`config.mk`:
```
export PLATFORM = sky130hd
export DESIGN_NAME = enhanced_stopwatch_transmit_interface
export DESIGN_NICKNAME = d
export VERILOG_FILES = /design/src/rtl/stopwatch_uart_pkg.sv /design/src/rtl/bcd_to_ascii.sv /design/src/rtl/enhanced_stopwatch_transmit_interface.sv
export SDC_FILE = /design/constraint.sdc
export NUM_CORES = 1
export LEC_CHECK = 0
export CORE_MARGIN = 2
export CORE_UTILIZATION = 34
export CTS_CLUSTER_DIAMETER = 120
export DETAILED_ROUTE_END_ITERATION = 12
export GPL_TIMING_DRIVEN = 0
export PLACE_DENSITY = 0.6
export SKIP_CTS_REPAIR_TIMING = 1
export SLEW_MARGIN = 20
export SYNTH_ARGS = -nofsm -noshare
export SYNTH_HDL_FRONTEND = slang
export SYNTH_SLANG_ARGS = --single-unit
```
`constraint.sdc`:
```
create_clock -name i_clk -period 1.9 [get_ports i_clk]
set_input_delay 0.19 -clock i_clk [delete_from_list [all_inputs] [get_ports i_clk]]
set_output_delay 0.19 -clock i_clk [all_outputs]
set_load 0.01 [all_outputs]
```
`src/rtl/stopwatch_uart_pkg.sv`:
```
// Shared definitions for the stopwatch UART text path: ASCII codes, FSM
// encoding and message-length helpers.
package stopwatch_uart_pkg;

  localparam logic [7:0] ASCII_COLON = 8'h3A;
  localparam logic [7:0] ASCII_DOT   = 8'h2E;
  localparam logic [7:0] ASCII_CR    = 8'h0D;
  localparam logic [7:0] ASCII_LF    = 8'h0A;
  localparam logic [7:0] ASCII_ZERO  = 8'h30;
  localparam logic [7:0] ASCII_QMARK = 8'h3F;

  localparam int MSG_LEN_CRLF = 8;
  localparam int MSG_LEN_LF   = 7;

  typedef enum logic {
    ST_IDLE = 1'b0,
    ST_SEND = 1'b1
  } state_t;

  // Index of the final byte of a message for the chosen line ending.
  function automatic logic [2:0] msg_last_idx(input bit crlf);
    return crlf ? 3'(MSG_LEN_CRLF - 1) : 3'(MSG_LEN_LF - 1);
  endfunction

endpackage

```
`src/rtl/bcd_to_ascii.sv`:
```
// Combinational BCD digit to ASCII; non-decimal codes 10-15 render as '?'.
module bcd_to_ascii
  import stopwatch_uart_pkg::*;
(
  input  logic [3:0] i_digit,
  output logic [7:0] o_ascii
);

  always_comb begin
    if (i_digit <= 4'd9) begin
      o_ascii = ASCII_ZERO + {4'b0000, i_digit};
    end else begin
      o_ascii = ASCII_QMARK;
    end
  end

endmodule

```
`src/rtl/enhanced_stopwatch_transmit_interface.sv`:
```
// Snapshots the stopwatch digits on a report tick and streams "M:SS.T" plus
// EOL into the UART TX FIFO one byte per non-full cycle; extra ticks are dropped.
module enhanced_stopwatch_transmit_interface
  import stopwatch_uart_pkg::*;
#(
  parameter bit P_CRLF = 1'b1
) (
  input  logic       i_clk,
  input  logic       i_reset,
  input  logic       i_start_tick,
  input  logic [3:0] i_min,
  input  logic [3:0] i_sec_tens,
  input  logic [3:0] i_sec_ones,
  input  logic [3:0] i_tenths,
  input  logic       i_tx_full,
  output logic       o_wr_ascii,
  output logic [7:0] o_ascii,
  output logic       o_busy
);

  localparam logic [2:0] LAST_IDX = msg_last_idx(P_CRLF);

  state_t     state_q, state_d;
  logic [2:0] idx_q, idx_d;
  logic [3:0] min_q, min_d;
  logic [3:0] sec_tens_q, sec_tens_d;
  logic [3:0] sec_ones_q, sec_ones_d;
  logic [3:0] tenths_q, tenths_d;

  logic [3:0] digit_sel;
  logic [7:0] digit_ascii;

  always_ff @(posedge i_clk) begin
    if (i_reset) begin
      state_q    <= ST_IDLE;
      idx_q      <= 3'd0;
      min_q      <= 4'd0;
      sec_tens_q <= 4'd0;
      sec_ones_q <= 4'd0;
      tenths_q   <= 4'd0;
    end else begin
      state_q    <= state_d;
      idx_q      <= idx_d;
      min_q      <= min_d;
      sec_tens_q <= sec_tens_d;
      sec_ones_q <= sec_ones_d;
      tenths_q   <= tenths_d;
    end
  end

  always_comb begin
    state_d    = state_q;
    idx_d      = idx_q;
    min_d      = min_q;
    sec_tens_d = sec_tens_q;
    sec_ones_d = sec_ones_q;
    tenths_d   = tenths_q;
    o_busy     = 1'b0;
    o_wr_ascii = 1'b0;

    case (state_q)
      ST_IDLE: begin
        if (i_start_tick) begin
          min_d      = i_min;
          sec_tens_d = i_sec_tens;
          sec_ones_d = i_sec_ones;
          tenths_d   = i_tenths;
          idx_d      = 3'd0;
          state_d    = ST_SEND;
        end
      end
      ST_SEND: begin
        o_busy     = 1'b1;
        o_wr_ascii = ~i_tx_full;
        // Start ticks are deliberately not looked at here, even on the final write.
        if (!i_tx_full) begin
          if (idx_q == LAST_IDX) begin
            idx_d   = 3'd0;
            state_d = ST_IDLE;
          end else begin
            idx_d = idx_q + 3'd1;
          end
        end
      end
      default: begin
        state_d = ST_IDLE;
        idx_d   = 3'd0;
      end
    endcase
  end

  always_comb begin
    case (idx_q)
      3'd2:    digit_sel = sec_tens_q;
      3'd3:    digit_sel = sec_ones_q;
      3'd5:    digit_sel = tenths_q;
      default: digit_sel = min_q;
    endcase
  end

  bcd_to_ascii u_bcd_to_ascii (
    .i_digit (digit_sel),
    .o_ascii (digit_ascii)
  );

  always_comb begin
    case (idx_q)
      3'd1:    o_ascii = ASCII_COLON;
      3'd4:    o_ascii = ASCII_DOT;
      3'd6:    o_ascii = P_CRLF ? ASCII_CR : ASCII_LF;
      3'd7:    o_ascii = ASCII_LF;
      default: o_ascii = digit_ascii;
    endcase
  end

endmodule

```
==> impl_results.md <==
* Result of the run: complete, but fails checks
* Violated checks: setup timing
* Highest achievable clock rate at approximately 440 MHz
* Cell count after placement at just under 200
* Period minus WS final at 2.289 ns
* Slew of the pin with the lowest slew margin at just over 0.5 ns
* Final Wtd Congestion at 0.7687
* Overall Global Routing Usage at between 15 and 20%
* Crit path arrival time at between 2 and 2.5 ns
* Crit. Startpoint: idx_q[1]
* Mapped Cells at roughly 130
* Hold WC Path Type: input pin to flip-flop
* Iteration-0 DRC Markers at 16
* Category of the worst setup path capture point: output pin
* Most common cell after layout, fill and taps aside: nand2_1
* HPWL after DPL at between 1500 and 2000 um
* Final Slew Violations at 0
* Max-cap check violation count at 0
* Number of buffers created by CTS at 3
* Die area at between 0.003 and 0.004 mm2
* Fraction of layout instances using a drive strength above 1 at a little over a fifth
* Placement Rows at 20
* Max Root-Sink Buffers at 2
* Count of cell types in the netlist at 32
* Number of global-route vias before repair at approximately 1000
* Max transition margin at approximately 66%
* Maximum fanout along the worst path at 7
* Via/cell ratio at 5.129
* Remaining routing DRC violations at 0
* Starting density of the core at about a third
* Post-detailed-route count of antenna-violating nets at 0
* Type of element launching the critical path: flip-flop
* Die outline height at between 50 and 60 um
* Total Wirelength at around 2800 um
* Count of state elements after synthesis at 20
* Mapped Avg Cell Area at around 7.9 um2
* Number of placed I/O pins at 30
* Grt total ovfl at 0
* Filler instances at 298
* Floorplan Core Area at 0.003003 mm2
* # port buffers at 26
* Syn Std Cell Area at 0.001055 mm2
* Total setup violations reported at the end of the flow at 5
* Later-pin clock latency in the skew report at about 0.31 ns
* Number of sinks handled by clock tree synthesis at 20
* Clock tree from TritonCTS: done
* Startpoint-to-endpoint class of the critical path: flip-flop to output pin
* Non-filler instance count after layout at 209
* Hold Startpoint: i_reset
* Commonest non-fill, non-tap cells in the layout: nand2_1, clkdlybuf4s50_1, a21oi_1, dfxtp_1, buf_4
* Die X at slightly below 60 um
* TritonRoute pass-1 iters at 4
* WL per Instance at between 10 and 15 um
* Fin Setup TNS at -1.306 ns
* DR vias at between 1000 and 1500
* Minimum setup slack in the final design at -0.3890 ns
* Ys Warns at 0
* Clk root buf: clkbuf_4
* Worst-path clk slew at approximately 0.12 ns
* Unrepaired setup endpoints after global routing: true
* P_leak at approximately 0.62 nW
* Sequential area share after synthesis at between 30% and 40%
* Largest net degree at the start of global routing at 13
* Number of levels the H-tree was split into at 1
* Hold Fails Final Rpt at 0
* Number of antenna violations at the first check in global routing at 0
* Post-Layout Inst Area at roughly 0.0016 mm2
* Wire length of the first global-routing pass at between 4000 and 5000 um
* Post-DP Area at ~0.0014 mm2
* Post-synthesis to final-layout area growth at 49.70%
* Max Clock Skew at 0.001539 ns
* Pwr Density at between 600 and 700 mW/mm2
* Required time reported for the critical path endpoint at about 1.7 ns
* R2R Path Start: state_q
* Nets at between 200 and 250
* Diode count at 0
* Maximum VDD drop at between 0.0003 and 0.0004 V
* Crit share post-route at 120.5%
state kept, by name, summed over array words and instances, names as in the netlist:
signal      count
sec_tens_q      4
state_q         1
sec_ones_q      4
idx_q           3
tenths_q        4
min_q           4
synthesized netlist by cell type:
cell	count	area, um2
a21oi_1	20	100.1
o21ai_1	1	5.000
a221oi_1	1	8.760
and3_1	2	12.51
dfxtp_1	20	400.4
o41a_1	1	11.26
o21ai_0	3	15.01
nand2b_1	2	12.51
nor3_1	2	10.01
nor2b_1	1	6.260
conb_1	1	3.750
nor2_1	5	18.77
o211ai_1	1	7.510
or3_1	1	6.260
mux2i_1	1	10.01
clkbuf_1	6	22.52
a221o_1	1	10.01
a21oi_4	1	16.27
a32oi_1	2	17.52
ha_1	6	75.07
a32o_1	2	20.02
nand2_1	36	135.1
a31o_1	2	17.52
a31oi_1	1	6.260
buf_6	1	11.26
mux2i_2	1	13.76
inv_4	1	6.260
o2bb2ai_1	2	17.52
inv_1	6	22.52
buf_4	2	15.01
o221ai_2	1	15.01
nand3_1	1	5.000
final cells by class:
class / count / area [um2] / area share [%]
buffer: 9 / 52.55 / 3.328
timing repair buffer: 37 / 326.6 / 20.68
multi-input combinational: 99 / 660.6 / 41.84
sequential: 20 / 411.6 / 26.07
clock inverter: 1 / 30.03 / 1.902
clock buffer: 3 / 22.52 / 1.426
tap: 33 / 41.29 / 2.615
inverter: 7 / 33.78 / 2.139
power by group:
group	leakage, nW	internal [mW]	switching (mW)	total, mW
sequential	0.166	0.440	0.0175	0.457
combinational	0.421	0.0863	0.0797	0.166
clock	0.0279	0.213	0.139	0.352
stage by stage:
stage	setup slack, ns	power [mW]	utilization (%)	hold slack (ns)
final	-0.3890	0.9751	52.58	0.2732
after global routing	-0.4891	1.029	52.58	0.2742
after CTS	-1.100	0.9824	47.04	0.2648
after detailed placement	-0.7384	0.6304	45.29	0.4448
after global placement	-0.7115	0.6266	45.29	0.4448
after floorplan	0.02004	0.5490	-	0.3260
path summary, 6_finish.rpt:
kind | to | slack, ns | cells after the start
worst min register to register | min_q[0] | 0.46 | 2
worst max register to register | min_q[2] | 0.39 | 5
worst max-delay path | o_ascii[0] | -0.39 | 8
worst min-delay path | sec_ones_q[3] | 0.27 | 2
critical path, cell delays in order (launching register included):
cell	delay (ns)
dfxtp_4	0.40
ha_4	0.17
buf_4	0.15
nor3_4	0.23
a31oi_1	0.11
o2bb2ai_2	0.17
a221o_1	0.35
o221ai_2	0.06
buf_2	0.15
layer usage:
metal,track usage (%),share of wire (%),vias to the layer above
li1,-,-,548
met1,17.71,43,491
met2,27.17,50,27
met3,3.680,4.2,6
met4,7.619,2.5,0
met5,0,0,-
kinds of logic after synthesis:
| logic type | after synthesis | share of synthesized area, % |
|---|---|---|
| and+or+nand+nor | 50 | 19.57 |
| AOI/OAI and AO/OA | 39 | 25.39 |
| DFF | 20 | 37.96 |
| buffers and inverters | 16 | 7.354 |
| other | 1 | 0.3555 |
| muxes | 2 | 2.254 |
| adders and majority gates | 6 | 7.117 |
Power figures use the tool's default switching activity.
